### src/rtl/fetch_unit.sv
// fetch_unit: single-outstanding instruction fetch with branch redirect and drain of stale reads
// Ports: clk/rst (sync, active-high); pc_plus_one in, pc_write/pc_data out (PC load);
// mem_req/mem_addr out, mem_ack/mem_rdata in (instruction memory);
// branch_taken/branch_target in (redirect); instr/instr_pc/instr_valid out, instr_ready in (decode).
module fetch_unit #(
    parameter logic [15:0] RESET_ADDR = 16'h0000
) (
    input  logic        clk,
    input  logic        rst,
    input  logic [15:0] pc_plus_one,
    output logic        pc_write,
    output logic [15:0] pc_data,
    output logic        mem_req,
    output logic [15:0] mem_addr,
    input  logic        mem_ack,
    input  logic [15:0] mem_rdata,
    input  logic        branch_taken,
    input  logic [15:0] branch_target,
    output logic [15:0] instr,
    output logic [15:0] instr_pc,
    output logic        instr_valid,
    input  logic        instr_ready
);
    typedef enum logic [1:0] {FETCH, HOLD, DRAIN} state_t;
    state_t state_q, state_d;
    logic [15:0] fetch_addr_q, fetch_addr_d, drain_addr_q, drain_addr_d;
    logic [15:0] instr_q, instr_d, instr_pc_q, instr_pc_d;
    logic        instr_valid_q, instr_valid_d;
    // DRAIN keeps presenting the abandoned address so the request stays stable until its ack
    assign mem_req     = state_q != HOLD;
    assign mem_addr    = state_q == DRAIN ? drain_addr_q : fetch_addr_q;
    assign instr       = instr_q;
    assign instr_pc    = instr_pc_q;
    assign instr_valid = instr_valid_q;
    always_comb begin
        state_d       = state_q;
        fetch_addr_d  = fetch_addr_q;
        drain_addr_d  = drain_addr_q;
        instr_d       = instr_q;
        instr_pc_d    = instr_pc_q;
        instr_valid_d = instr_valid_q;
        pc_write      = 1'b0;
        pc_data       = pc_plus_one;
        if (branch_taken) begin
            pc_write      = 1'b1;
            pc_data       = branch_target;
            fetch_addr_d  = branch_target;
            instr_valid_d = 1'b0;
            state_d       = (state_q == HOLD || mem_ack) ? FETCH : DRAIN;
            // a redirect already in DRAIN keeps the original stale address
            if (state_q == FETCH) drain_addr_d = fetch_addr_q;
        end else if (state_q == FETCH && mem_ack) begin
            pc_write      = 1'b1;
            instr_d       = mem_rdata;
            instr_pc_d    = fetch_addr_q;
            instr_valid_d = 1'b1;
            fetch_addr_d  = pc_plus_one;
            state_d       = HOLD;
        end else if (state_q == HOLD && instr_ready) begin
            instr_valid_d = 1'b0;
            state_d       = FETCH;
        end else if (state_q == DRAIN && mem_ack) begin
            state_d = FETCH;
        end
        if (rst) pc_write = 1'b0;
    end
    always_ff @(posedge clk) begin
        if (rst) begin
            state_q       <= FETCH;
            fetch_addr_q  <= RESET_ADDR;
            drain_addr_q  <= RESET_ADDR;
            instr_q       <= 16'h0000;
            instr_pc_q    <= 16'h0000;
            instr_valid_q <= 1'b0;
        end else begin
            state_q       <= state_d;
            fetch_addr_q  <= fetch_addr_d;
            drain_addr_q  <= drain_addr_d;
            instr_q       <= instr_d;
            instr_pc_q    <= instr_pc_d;
            instr_valid_q <= instr_valid_d;
        end
    end
endmodule

### config.mk
export PLATFORM = sky130hd
export DESIGN_NAME = fetch_unit
export DESIGN_NICKNAME = d
export VERILOG_FILES = /design/src/rtl/fetch_unit.sv
export SDC_FILE = /design/constraint.sdc
export NUM_CORES = 1
export LEC_CHECK = 0
export CORE_MARGIN = 3
export CORE_UTILIZATION = 43
export DETAILED_ROUTE_END_ITERATION = 12
export GPL_TIMING_DRIVEN = 0
export PLACE_DENSITY_LB_ADDON = 0.12
export SYNTH_ARGS = -nofsm -noshare
export SYNTH_HDL_FRONTEND = slang
export SYNTH_SLANG_ARGS = --single-unit
### constraint.sdc
create_clock -name clk -period 1.74 [get_ports clk]
set_input_delay 0.174 -clock clk [delete_from_list [all_inputs] [get_ports clk]]
set_output_delay 0.174 -clock clk [all_outputs]
set_load 0.005 [all_outputs]
# Yosys cells after proc, flatten, opt, wreduce, memory -nomap -nowiden
# Cells that the tools add are included.
[totals] reg_bits=67 out_inout_bits=67 elab_cells=35
[op_classes] eq_ne=3 mux=14 bitwise_logic=1 n_reduce_logical=11
[op_table] cell="16-bit two-way mux" n=4
[op_table] cell="2-bit two-way mux" n=5
[op_table] cell="1-bit two-way mux" n=5
[op_table] cell="2-bit AND reduction" n=2
[op_table] cell="2-bit nonzero test" n=2
[op_table] cell="4-bit nonzero test" n=1
[op_table] cell="1-bit logical AND" n=3
[op_table] cell="2-bit by 1-bit == test with 1-bit output, second input constant" n=1
[op_table] cell="2-bit == test, second input constant" n=1
[op_table] cell="2-bit logical NOT" n=1
[op_table] cell="2-bit by 1-bit != test with 1-bit output, second input constant" n=1
[op_table] cell="2-bit OR reduction" n=1
[op_table] cell="1-bit logical OR" n=1
[op_table] cell="1-bit NOT" n=1

# Longest topological paths before layout
[depth] word_depth=6 mapped_depth=6 ltp_nobuf=3

# Least setup slack after synthesis
# No wires, ideal clock.
[synth_path] path_kind="reg2out" start="register state_q[1]" end="output mem_addr[10]" arrival_ns=1.311 required_time_ns=1.566 path_slack_ns=0.255 path_stages_with_launch=6 n_path_buf=3 path_cell_list="dfxtp_1 > buf_6 > nor2b_1 > buf_2 > buf_2 > mux2_2"
[synth_via] elab_chain_cells=2
[synth_lines] item="start: declaration" line_no="25" rtl="state_t state_q, state_d;"
[synth_lines] item="start signal: assignment" line_no="76" rtl="state_q <= state_d;"
[synth_lines] item="2-bit == test" line_no="31" rtl="assign mem_addr = state_q == DRAIN ? drain_addr_q : fetch_addr_q;"
[synth_lines] item="16-bit two-way mux" line_no="31"
[synth_lines] item="end: declaration" line_no="14" rtl="output logic [15:0] mem_addr,"
# No other way between the ends.

# Worst setup path after layout
[layout_path] start="register state_q[0]" end="output mem_addr[7]"
# Same word-level chain as after synthesis.

==> flow_summary.rst <==
.. list-table::
   :header-rows: 1

   * - Metric
     - Value
   * - Result of the run
     - complete, but fails checks
   * - Failing checks
     - setup timing
   * - Nets
     - 536
   * - Top cell types by occurrence after synthesis
     - 89 x sky130_fd_sc_hd__nand2_1, 67 x sky130_fd_sc_hd__a21oi_1, 67 x sky130_fd_sc_hd__dfxtp_1, 33 x sky130_fd_sc_hd__nor3_1, 32 x sky130_fd_sc_hd__mux2_2
   * - Clock root buffer
     - sky130_fd_sc_hd__clkbuf_8
   * - Via-per-instance ratio
     - 4.98
   * - Clock latency reported for the late side of the worst-skew pair
     - 0.34 ns
   * - Required time at the worst-slack endpoint
     - 1.57 ns
   * - Horizontal extent of the die
     - 88.5 µm
   * - Worst setup path category
     - reg -> out
   * - Max frequency
     - 554 MHz
   * - Synthesis-to-finish area growth
     - 56.6%
   * - Hold crit path type
     - in -> reg
   * - Number of antenna violations at the first check in global routing
     - 0
   * - NetSw
     - 0.967 mW
   * - Overall global routing resource usage
     - 21.4%
   * - Boundary pin count
     - 120
   * - Syn Inst Count
     - 343
   * - Clock transition at path regs
     - 0.07 ns
   * - Min Clock Period, post-route
     - 1.80 ns
   * - Vertical die dimension
     - 88.5 µm
   * - H-tree depth reported by CTS
     - 3
   * - Top cell type by total area after synthesis
     - sky130_fd_sc_hd__dfxtp_1
   * - Syn nets
     - 396
   * - Predominant post-synthesis flop cell
     - sky130_fd_sc_hd__dfxtp_1
   * - Number of nets with antenna violations after routing
     - 0
   * - Hold violation count in the final report
     - 0
   * - Met3 track utilization from global routing
     - 5.49%
   * - DR DRC count
     - 0
   * - Placeable Area
     - 6460 µm²
   * - Starting Density
     - 45.3%
   * - Clock power frac
     - 35.5%
   * - Cell with the most instances after synthesis
     - sky130_fd_sc_hd__nand2_1
   * - Max Transition Viols Final
     - 0
   * - Proportion of total power due to net switching
     - 25.2%
   * - GRT overflow
     - 0
   * - Number of violations reported at the end of detailed-routing iteration 0
     - 76
   * - Setup slack after layout
     - -0.0637 ns
   * - Post-synthesis register bit count
     - 67
   * - Row cnt
     - 29
   * - CTS max path bufs
     - 2
   * - Met2 Resource Use GR
     - 34.3%
   * - CP Launch Type
     - flop
   * - Wirelength per Cell
     - 14.1 µm
   * - Number of warning messages in the yosys log
     - 0
   * - Vias after detailed routing
     - 2811
   * - Number of sinks handled by clock tree synthesis
     - 67
   * - Placement-stage cell area
     - 4200 µm²
   * - Weighted congestion at the end of routability-driven global placement
     - 0.735
   * - Nature of the critical path endpoint
     - output port
   * - Fraction of synthesized cell area taken by the top area cell type
     - 45.9%
   * - Number of global-route vias before repair
     - 2726
   * - TritonCTS clock tree
     - yes
   * - Reported max-cap violation count
     - 0
   * - Internal power
     - 2.86 mW
   * - Register area share after synthesis
     - 45.9%
   * - Critical Path Slowest Stage Cell
     - sky130_fd_sc_hd__dfxtp_2
   * - Maximum number of pins on one net before global-route repair
     - 20
   * - Worst-case vdd ir drop
     - 0.421 mV
   * - Number of enable-type register cells in the synthesized netlist
     - 0
   * - Worst clock skew on the final layout
     - 0.00600 ns
   * - Synth area leaders
     - sky130_fd_sc_hd__dfxtp_1 46%, sky130_fd_sc_hd__mux2_2 12%, sky130_fd_sc_hd__a21oi_1 11%
   * - HPWL reported at the end of detailed placement
     - 5670 µm
   * - Crit-path cells
     - buf_6 > nor2b_4 > buf_8 > buf_6 > mux2_4 > buf_6
   * - Drt first pass iters
     - 4
   * - Final number of setup-violating endpoints
     - 10
   * - Wire length of the first global-routing pass
     - 12900 µm
   * - Die Footprint
     - 7830 µm²
   * - Total non-filler cell area in the finished layout
     - 4580 µm²
   * - Mapped Area
     - 2930 µm²
   * - Global routing met1 resource utilization
     - 26.8%
   * - Final core occ
     - 70.9%
   * - Average instance area after synthesis
     - 8.53 µm²
   * - RSZ-0062 raised after global routing
     - true
   * - Worst Max-Slew Pin Slew
     - 0.495 ns
   * - Total power per unit cell area
     - 836 nW/µm²
   * - Largest fanout of any net on the critical path
     - 6
   * - Antenna diode instance count
     - 0
   * - Leakage power
     - 1.76 nW
   * - Sequential Power Share
     - 44.1%
   * - Async set-or-reset flop fraction in the synthesized netlist
     - 0%
   * - Number of unique standard cell types used by synthesis
     - 25
   * - Final clock period utilization by the worst path
     - 104%
   * - Port Buffers
     - 118
   * - Critical path's most frequent cell
     - sky130_fd_sc_hd__buf_6
   * - Post-route total power
     - 3.83 mW
   * - Global routing's busiest layer
     - met2
   * - CP Data Arrival Time
     - 1.63 ns
   * - Post-detailed-routing wire length
     - 7990 µm
   * - Fraction of final layout cells with drive strength greater than 1
     - 24.0%
   * - Share of total power in combinational logic
     - 20.4%
   * - Number of CTS-inserted buffers
     - 9
   * - Worst-case headroom to the max-slew limit
     - 67.0%
   * - Slowest stage delay, CP
     - 0.33 ns
## logic make-up (layout without fill, tap and decap cells)
| group | after synthesis | in the layout | share of synthesized area (%) |
|---|---|---|---|
| AND/OR/NAND/NOR | 142 | 142 | 23.0 |
| AO/OA/AOI/OAI | 70 | 70 | 12.1 |
| flip-flops | 67 | 67 | 45.9 |
| multiplexers | 32 | 32 | 12.3 |
| buffers and inverters | 32 | 177 | 6.67 |
## area by class of cell
type	instances	area [µm²]
Timing Repair Buffer	133	1290
Clock inverter	4	47.5
Sequential cell	67	1340
Buffer	26	186
Tap cell	77	96.3
Inverter	2	7.51
Multi-Input combinational cell	244	1450
Fill cell	504	1880
Clock buffer	12	165
## flip-flops by register name, summed over array words and instances (netlist names)
register      cells
fetch_addr_q     16
state_q           2
instr            16
instr_valid       1
instr_pc         16
drain_addr_q     16
## worst max-delay path, delay by kind of cell, from the launching register on
kind	cells	cell delay, ns
buffers and inverters	4	0.49
DFF	1	0.33
muxes	1	0.31
and+or+nand+nor	1	0.15
## routing by layer
layer | share of wire [%] | vias up
li1 | - | 1436
met1 | 44 | 1267
met2 | 48 | 104
met3 | 6.9 | 4
met4 | 0.83 | 0
met5 | 0 | -
## power by group through the flow
| stage | Combinational (mW) | Clock, mW | Sequential (mW) |
|---|---|---|---|
| CTS | 0.772 | 1.38 | 1.69 |
| global placement | 0.723 | 0 | 1.72 |
| detailed placement | 0.730 | 0 | 1.72 |
| floorplan | 0.349 | 0 | 1.70 |
| global route | 0.855 | 1.46 | 1.70 |
| finish | 0.780 | 1.36 | 1.69 |
## placed cells by master, fill, tap and decap left out, types with 2 or more instances in the layout
cell type                         count
sky130_fd_sc_hd__nor3_1              33
sky130_fd_sc_hd__mux2_4              10
sky130_fd_sc_hd__a21oi_1             66
sky130_fd_sc_hd__clkdlybuf4s50_1     98
sky130_fd_sc_hd__mux2_2              22
sky130_fd_sc_hd__nor3b_4              2
sky130_fd_sc_hd__dfxtp_1             65
sky130_fd_sc_hd__dfxtp_2              2
sky130_fd_sc_hd__buf_6               20
sky130_fd_sc_hd__buf_2               13
sky130_fd_sc_hd__nand2b_1             2
sky130_fd_sc_hd__clkbuf_8            12
sky130_fd_sc_hd__buf_4               12
sky130_fd_sc_hd__clkinv_2             2
sky130_fd_sc_hd__clkbuf_1             9
sky130_fd_sc_hd__nor2b_1              2
sky130_fd_sc_hd__nand2_2              9
sky130_fd_sc_hd__nand2_1             88
## timing repair
action	in CTS	in global routing
endpoints found under the hold margin	0	0
hold buffers	0	0
pin swaps	3	0
gates resized for setup	100	15
buffers inserted	14	2
endpoints found under the setup margin	33	55
## worst paths after layout
check	start	to	slack (ns)	cells after the start
max	state_q[0]	mem_addr[7]	-0.06	6
min	branch_taken	instr[15]	0.33	4
max reg2reg	state_q[0]	drain_addr_q[7]	0.06	7
min reg2reg	drain_addr_q[8]	drain_addr_q[8]	0.45	2
## metrics by stage
| stage | TNS [ns] | setup WS (ns) | hold WS (ns) | cells |
|---|---|---|---|---|
| 2_1_floorplan | 0 | 0.255 | 0.310 | 343 |
| 3_3_place_gp | -14.97 | -0.578 | 0.438 | 538 |
| 3_5_place_dp | -15.51 | -0.587 | 0.443 | 538 |
| 4_1_cts | -1.69 | -0.135 | 0.315 | 566 |
| 5_1_grt | -1.35 | -0.122 | 0.314 | 565 |
| 6_report | -0.392 | -0.0637 | 0.327 | 565 |
Power figures use the tool's default switching activity.
